**config.mk**
```make
export PLATFORM = sky130hd
export DESIGN_NAME = gpio_port
export DESIGN_NICKNAME = d
export VERILOG_FILES = /design/src/rtl/gpio_port.sv
export SDC_FILE = /design/constraint.sdc
export NUM_CORES = 1
export LEC_CHECK = 0
export CAP_MARGIN = 25
export CORE_ASPECT_RATIO = 0.9
export CORE_MARGIN = 2
export CORE_UTILIZATION = 50
export CTS_CLUSTER_SIZE = 16
export DETAILED_ROUTE_END_ITERATION = 8
export GPL_ROUTABILITY_DRIVEN = 0
export PLACE_DENSITY = 0.79
export SYNTH_ARGS = -nofsm -noshare
export SYNTH_HDL_FRONTEND = slang
export SYNTH_SLANG_ARGS = --single-unit
```
**constraint.sdc**
```tcl
create_clock -name clk -period 1.66 [get_ports clk]
set_input_delay 0.166 -clock clk [delete_from_list [all_inputs] [get_ports clk]]
set_output_delay 0.166 -clock clk [all_outputs]
set_load 0.02 [all_outputs]
```
**src/rtl/gpio_port.sv**
```systemverilog
// Register-mapped bidirectional GPIO port for one group of pads: direction/output control,
// synchronised input sampling, per-bit edge detection and a level interrupt.
module gpio_port #(
    parameter int unsigned ID    = 0,
    parameter int unsigned WIDTH = 8
) (
    input  logic             clk,
    input  logic             rst_n,
    input  logic [2:0]       adr,
    input  logic             we,
    input  logic             re,
    input  logic [7:0]       wdata,
    output logic [7:0]       rdata,
    output logic [WIDTH-1:0] pad_out,
    output logic [WIDTH-1:0] pad_oe,
    input  logic [WIDTH-1:0] pad_in,
    output logic             irq
);

    localparam logic [2:0] AdrDir   = 3'd0;
    localparam logic [2:0] AdrOut   = 3'd1;
    localparam logic [2:0] AdrIn    = 3'd2;
    localparam logic [2:0] AdrIflg  = 3'd3;
    localparam logic [2:0] AdrIen   = 3'd4;
    localparam logic [2:0] AdrIedge = 3'd5;
    localparam logic [2:0] AdrOtgl  = 3'd6;
    localparam logic [2:0] AdrId    = 3'd7;

    localparam logic [7:0] IdVal = 8'(ID);

    logic [WIDTH-1:0] dir_q, dir_d;
    logic [WIDTH-1:0] out_q, out_d;
    logic [WIDTH-1:0] iflg_q, iflg_d;
    logic [WIDTH-1:0] ien_q, ien_d;
    logic [WIDTH-1:0] iedge_q, iedge_d;
    logic [WIDTH-1:0] s1_q, s2_q, s3_q;
    logic [7:0]       rdata_q, rdata_d;

    logic [WIDTH-1:0] wdata_w;
    logic [WIDTH-1:0] flg_clr;
    logic [WIDTH-1:0] rise;
    logic [WIDTH-1:0] fall;
    logic [WIDTH-1:0] ev;
    logic [7:0]       rd_val;

    function automatic logic [7:0] zext(input logic [WIDTH-1:0] v);
        logic [7:0] r;
        r = '0;
        r[WIDTH-1:0] = v;
        return r;
    endfunction

    assign wdata_w = wdata[WIDTH-1:0];

    // Register write decode
    always_comb begin
        dir_d   = dir_q;
        out_d   = out_q;
        ien_d   = ien_q;
        iedge_d = iedge_q;
        flg_clr = '0;
        if (we) begin
            case (adr)
                AdrDir:   dir_d   = wdata_w;
                AdrOut:   out_d   = wdata_w;
                AdrIflg:  flg_clr = wdata_w;
                AdrIen:   ien_d   = wdata_w;
                AdrIedge: iedge_d = wdata_w;
                AdrOtgl:  out_d   = out_q ^ wdata_w;
                default:  ;
            endcase
        end
    end

    // Edge events come only from s2/s3, so reprogramming IEDGE cannot fake an edge.
    always_comb begin
        rise   = s2_q & ~s3_q;
        fall   = ~s2_q & s3_q;
        ev     = (iedge_q & rise) | (~iedge_q & fall);
        iflg_d = (iflg_q & ~flg_clr) | ev;
    end

    // Read mux sees pre-write values, so a simultaneous we/re returns the old contents.
    always_comb begin
        rd_val = '0;
        case (adr)
            AdrDir:   rd_val = zext(dir_q);
            AdrOut:   rd_val = zext(out_q);
            AdrIn:    rd_val = zext(s2_q);
            AdrIflg:  rd_val = zext(iflg_q);
            AdrIen:   rd_val = zext(ien_q);
            AdrIedge: rd_val = zext(iedge_q);
            AdrOtgl:  rd_val = '0;
            AdrId:    rd_val = IdVal;
            default:  rd_val = '0;
        endcase
        rdata_d = re ? rd_val : rdata_q;
    end

    always_ff @(posedge clk) begin
        if (!rst_n) begin
            dir_q   <= '0;
            out_q   <= '0;
            iflg_q  <= '0;
            ien_q   <= '0;
            iedge_q <= '1;
            s1_q    <= '0;
            s2_q    <= '0;
            s3_q    <= '0;
            rdata_q <= '0;
        end else begin
            dir_q   <= dir_d;
            out_q   <= out_d;
            iflg_q  <= iflg_d;
            ien_q   <= ien_d;
            iedge_q <= iedge_d;
            s1_q    <= pad_in;
            s2_q    <= s1_q;
            s3_q    <= s2_q;
            rdata_q <= rdata_d;
        end
    end

    assign pad_oe  = dir_q;
    assign pad_out = out_q;
    assign irq     = |(iflg_q & ien_q);
    assign rdata   = rdata_q;

endmodule

```
==> reports/metrics.csv, run 1 <==
metric;value;unit
drc;0;
path_cells;clkdlybuf4s50_1;
drt_wl_total;8230;um
ant_nets;0;
fin_nets;416;
synth_compound_area_share;17.8;%
die_width;87.5;um
postSynthAreaPerCell;9.57;sq um
synth_top_family_by_area;simple AND/OR/NAND/NOR gates;
synth_top_cell_area_share;45.9;%
p_clk_share;37.5;%
yosysWarnings;0;
first_global_vias;2687;
fmax;620;MHz
dr.pass1.iters;7;
seq_power_share;50.4;%
stdcell_count;468;
cp-end-kind;primary output;
synth.cell_area;3140;sq um
path_clk_slew;70;ps
leakage;1.57;nW
post_cts_buffers;0;
rsz0062_at_grt;false;
fill_cells;535;
worst_ep_required_time;1490;ps
crit_slowest_cell;clkdlybuf4s50_1;
slew_headroom;58.8;%
synth_edf_count;0;
n_antenna_cell;0;
cts_hold_repair.buffers;0;
p_sw;888;uW
portBuffers;47;
num_vias;2781;
final_max_slew_viol_count;0;
io_pins;48;
grt_pass1_wl;13100;um
muxShareOfSynthArea;9.81;%
post-route-period-util;97.2;%
fin_setup_tns;0;ps
clk_latency;350;ps
viasPerCell;5.94;
cts-root-buf;clkbuf_8;
hold_violations;0;
area_growth;26.8;%
setup_viol;0;
path_buf_inv;1;
skew;7.14;ps
dp_hpwl;5910;um
arrival;1450;ps
synth_ff_type;dfxtp_1;
slowest_delay;650;ps
cts_max_level;3;
p_int;2.78;mW
synth-adder-area-share;0;%
yosys.area.top_type;dfxtp_1;
post-route-cell-area;3980;sq um
syn-num-nets;351;
core_area;6080;sq um
final_util;65.4;%
initial_utilization;51.6;%
outcome;finished, final reports clean;
p_per_area;922;nW/um^2
antenna_found_initial;0;
vdd_ir_drop_max;0.000503;V
dpl-instance-area;3780;sq um
p_sw_share;24.2;%
crit_fanout;4;
p_comb_share;12.2;%
cts_resized;1;
startpoint_type;flop;
yosysSeqAreaShare;45.9;%
grt_util_all_layers;24.8;%
die_h;79.2;um
synth_seq_cells;72;
max-cap-violations;0;
clockBufferDepth;2;
routedWlPerCell;17.6;um
worst_pin_slew;617;ps
die_area;6930;sq um
cts_tree;built;
cts_sinks;72;
row_count;27;
place_inst;454;
critical_path.top_delay_family;buffers and inverters;
holdCritPathClass;in2reg;
crit_type;reg2out;
cts_made_buffers;9;
gr-total-overflow;0;
layout-drive-gt1-share;15.7;%
grt_max_degree;37;
finalCriticalPeriod;1610;ps
synth_xor_xnor_area_share;0;%
reg2reg_slack;460;ps
async_reset_ff_share;0;%
ys_types;35;
synthTopCellsByArea;dfxtp_1 46%, mux2_2 5.0%, and2_1 4.8%;
drt_iter0_markers;168;
synthSimpleGateAreaFrac;21.1;%
syn_inst;328;
==> metal layers <==
layer  GRT usage [%]  share of wire (%)  up-vias  routed length (um)
met1            30.4                 42     1333                3480
li1                -                  -     1305                   -
met4            8.77                2.4        0                 200
met3            8.32                7.9       19                 654
met2            40.3                 47      124                3900
met5               0                  0        -                   0
==> layout make-up <==
cell class | count | area [sq um] | area share, %
Clock buffer | 11 | 151 | 3.81
Clock inverter | 3 | 42.5 | 1.07
Inverter | 7 | 26.3 | 0.661
Multi-Input combinational cell | 226 | 1540 | 38.6
Sequential cell | 72 | 1440 | 36.2
Tap cell | 72 | 90.1 | 2.26
Timing Repair Buffer | 77 | 691 | 17.4
==> stage by stage <==
stage | setup slack [ps] | hold WS (ps) | total power [mW]
after detailed placement | -229 | 419 | 2.33
after floorplan | 407 | 290 | 2.12
after CTS | 29.8 | 217 | 3.69
after global routing | 6.42 | 228 | 3.80
final | 46.4 | 226 | 3.67
after global placement | -187 | 417 | 2.31
==> path summary, 6_finish.rpt <==
| check | from | to | cells after the start |
|---|---|---|---|
| hold / removal | rst_n | iedge_q[0] | 3 |
| setup reg to reg | pad_out[3] | rdata[3] | 3 |
| setup / recovery | pad_out[3] | pad_out[3] | 1 |
| hold reg to reg | s1_q[3] | s2_q[3] | 1 |
==> cell families (layout without fill, tap and decap cells) <==
family | count (synthesis) | count (layout)
AO/OA/AOI/OAI | 76 | 76
buffers and inverters | 30 | 98
flip-flops | 72 | 72
multiplexers | 29 | 29
AND/OR/NAND/NOR | 121 | 121
==> synthesized netlist by cell type, drive strengths merged (3+ instances only) <==
master / n
nand3: 10
a22oi: 4
mux2i: 15
nor3b: 8
nand2: 40
o31a: 8
a21boi: 11
o221ai: 8
a21o: 7
a21oi: 22
inv: 7
o211ai: 5
nor2: 18
a32oi: 3
a222oi: 8
and2: 24
dfxtp: 72
mux2: 14
nand2b: 8
buf: 15
clkbuf: 8
==> flip-flops by register name, indices dropped and copies added, names as in the netlist <==
register	flops
s2_q	8
s1_q	8
pad_oe	8
ien_q	8
pad_out	8
iflg_q	8
rdata	8
iedge_q	8
s3_q	8
==> power groups by stage <==
stage	Sequential [mW]	Clock, mW	Combinational (mW)
4_1_cts	1.85	1.40	0.444
3_3_place_gp	1.88	0	0.429
3_5_place_dp	1.88	0	0.441
6_report	1.85	1.37	0.447
2_1_floorplan	1.89	0	0.232
5_1_grt	1.85	1.47	0.480
==> cells in the final DEF, fill, tap and decap left out, types with 2 or more instances in the layout <==
cell and count:
clkbuf_8 11, o221ai_1 8, inv_1 7, clkdlybuf4s50_1 45, a222oi_1 8, nor2_1 18
dfxtp_1 72, mux2_2 14, and4b_1 2, a32oi_1 3, a21boi_0 11, mux2i_1 15
o211ai_1 5, nor3b_1 8, a21oi_1 22, and2_1 24, buf_4 30, a22oi_1 4
nand2_1 40, nand4b_1 2, a21o_1 7, o31a_1 8, nand2b_1 8, nand3_1 10
or4b_1 2
==> worst reg2reg max path: stages (launching register included) <==
cell	delay, ps
dfxtp_1	380
mux2_2	290
a222oi_1	310
a21oi_1	110
Note: power is estimated with default switching activity, not from simulation.
==> run 2: changes to the inputs <==
--- a/config.mk
+++ b/config.mk
@@ -5,13 +5,12 @@
 export SDC_FILE = /design/constraint.sdc
 export NUM_CORES = 1
 export LEC_CHECK = 0
-export CAP_MARGIN = 25
+export CAP_MARGIN = 5
 export CORE_ASPECT_RATIO = 0.9
 export CORE_MARGIN = 2
 export CORE_UTILIZATION = 50
 export CTS_CLUSTER_SIZE = 16
 export DETAILED_ROUTE_END_ITERATION = 8
-export GPL_ROUTABILITY_DRIVEN = 0
 export PLACE_DENSITY = 0.79
 export SYNTH_ARGS = -nofsm -noshare
 export SYNTH_HDL_FRONTEND = slang
==> run 2 against run 1 <==
Net effect: clock skew fell by 3.5 ps; first-iteration DRC count rose by 52%; core utilization fell by 0.37 points; die area did not move; critical endpoint unchanged.
==> reports/metrics.csv, run 2 (same netlist as run 1, synthesis figures left out) <==
metric;value;unit;change
outcome;finished, final reports clean;;unchanged
critical_path.top_delay_family;buffers and inverters;;unchanged
leakage;1.56;nW;was 1.57 nW
cp-end-kind;primary output;;unchanged
crit_type;reg2out;;unchanged
path_buf_inv;1;;unchanged
fin_setup_tns;0;ps;unchanged
cts_sinks;72;;unchanged
dpl-instance-area;3790;sq um;was 3780 sq um
finalCriticalPeriod;1590;ps;was 1610 ps
dr.pass1.iters;6;;was 7
worst_ep_required_time;1490;ps;about the same
slowest_delay;650;ps;about the same
drt_iter0_markers;255;;was 168
antenna_found_initial;0;;unchanged
path_cells;clkdlybuf4s50_1;;unchanged
holdCritPathClass;in2reg;;unchanged
setup_viol;0;;unchanged
layout_common_cells;72 x dfxtp_1, 45 x clkdlybuf4s50_1, 40 x nand2_1;;unchanged
total_power;3.46;mW;was 3.67 mW
p_per_area;874;nW/um^2;was 922 nW/um^2
first_global_vias;2515;;was 2687
grt_pass1_wl;12500;um;was 13100 um
clockBufferDepth;2;;unchanged
layout-drive-gt1-share;16.1;%;was 15.7%
rsz0062_at_grt;false;;unchanged
gp_congestion;0.870;;
die_h;79.2;um;unchanged
gr-usage-met3;7.38;%;was 8.32%
hold_ws;148;ps;was 226 ps
n_antenna_cell;0;;unchanged
vdd_ir_drop_max;0.000562;V;was 0.000503 V
gr-total-overflow;0;;unchanged
slew_headroom;70.8;%;was 58.8%
reg2reg_depth;3;;unchanged
hold_violations;0;;unchanged
post-route-period-util;95.9;%;was 97.2%
hold_path_depth;3;;unchanged
cts-root-buf;clkbuf_8;;unchanged
drc;0;;unchanged
io_pins;48;;unchanged
drt_wl_total;7950;um;was 8230 um
cp.depth;1;;unchanged
final_util;65.0;%;was 65.4%
routedWlPerCell;17.0;um;was 17.6 um
dp_hpwl;5810;um;was 5910 um
die_area;6930;sq um;unchanged
cts_tree;built;;unchanged
die_width;87.5;um;unchanged
fmax;628;MHz;was 620 MHz
row_count;27;;unchanged
post-route-cell-area;3960;sq um;was 3980 sq um
path_clk_slew;70;ps;about the same
skew;3.68;ps;was 7.14 ps
max-cap-violations;0;;unchanged
crit_fanout;4;;unchanged
ant_nets;0;;unchanged
arrival;1430;ps;was 1450 ps
cts_max_level;3;;unchanged
gr-usage-met1;31.3;%;was 30.4%
portBuffers;47;;unchanged
final_max_slew_viol_count;0;;unchanged
num_vias;2758;;was 2781
worst_pin_slew;437;ps;was 617 ps
initial_utilization;51.6;%;unchanged
crit_slowest_cell;clkdlybuf4s50_1;;unchanged
grt_max_degree;28;;was 37
busiest_layer;met2;;unchanged
area_growth;26.0;%;was 26.8%
grt_util_all_layers;23.9;%;was 24.8%
core_area;6080;sq um;unchanged
startpoint_type;flop;;unchanged
fin_nets;417;;was 416
cts_made_buffers;9;;unchanged
final_common_cell;dfxtp_1;;unchanged
post_cts_buffers;0;;unchanged
grtUsageMet2;36.2;%;was 40.3%
clk_latency;340;ps;was 350 ps
viasPerCell;5.88;;was 5.94
[run 2: cell count changes in the layout (fill, tap and decap cells not counted), sizes merged]
cell           change
buf                +1
clkbuf             -1
clkdlybuf4s15      -1
clkinv             +2
dlygate4sd2        +1
bufinv             -1
[run 2: worst paths after layout]
| check | start | to | slack, ps |
|---|---|---|---|
| max | pad_out[3] | pad_out[3] | 70 |
| min | rst_n | pad_out[7] | 150 |
| min reg2reg | s1_q[1] | s2_q[1] | 430 |
| max reg2reg | pad_out[2] | rdata[2] | 450 |
[run 2: area by class of cell]
class	instances	area (sq um)
multi-input combinational	226	1540
sequential	72	1440
fill	508	2130
timing repair buffer	78	697
clock inverter	4	22.5
clock buffer	10	138
inverter	7	26.3
tap	72	90.1
[run 2: stage by stage]
stage	std cells	setup WS, ps
3_5_place_dp	455	-220
5_1_grt	469	17.1
6_report	469	68.0
4_1_cts	469	40.4
3_3_place_gp	455	-178
2_1_floorplan	328	407
[run 2: per-layer routing]
metal	up-vias	wire length, um
met5	-	0
met4	0	231
met3	23	680
met2	129	3600
met1	1304	3440
li1	1302	-
[run 2: report_power, final]
group          leakage, nW  total [mW]  internal [mW]  switching [mW]
Clock               0.0838        1.17          0.557           0.608
Sequential           0.588        1.85           1.79          0.0537
Combinational        0.893       0.443          0.230           0.213
[run 2: repair_timing]
action	4_1_cts	5_1_grt
hold endpoints to repair	0	0
setup endpoints to repair	1	1
resized for setup	1	1
pin swaps	0	0
hold buffers	0	0
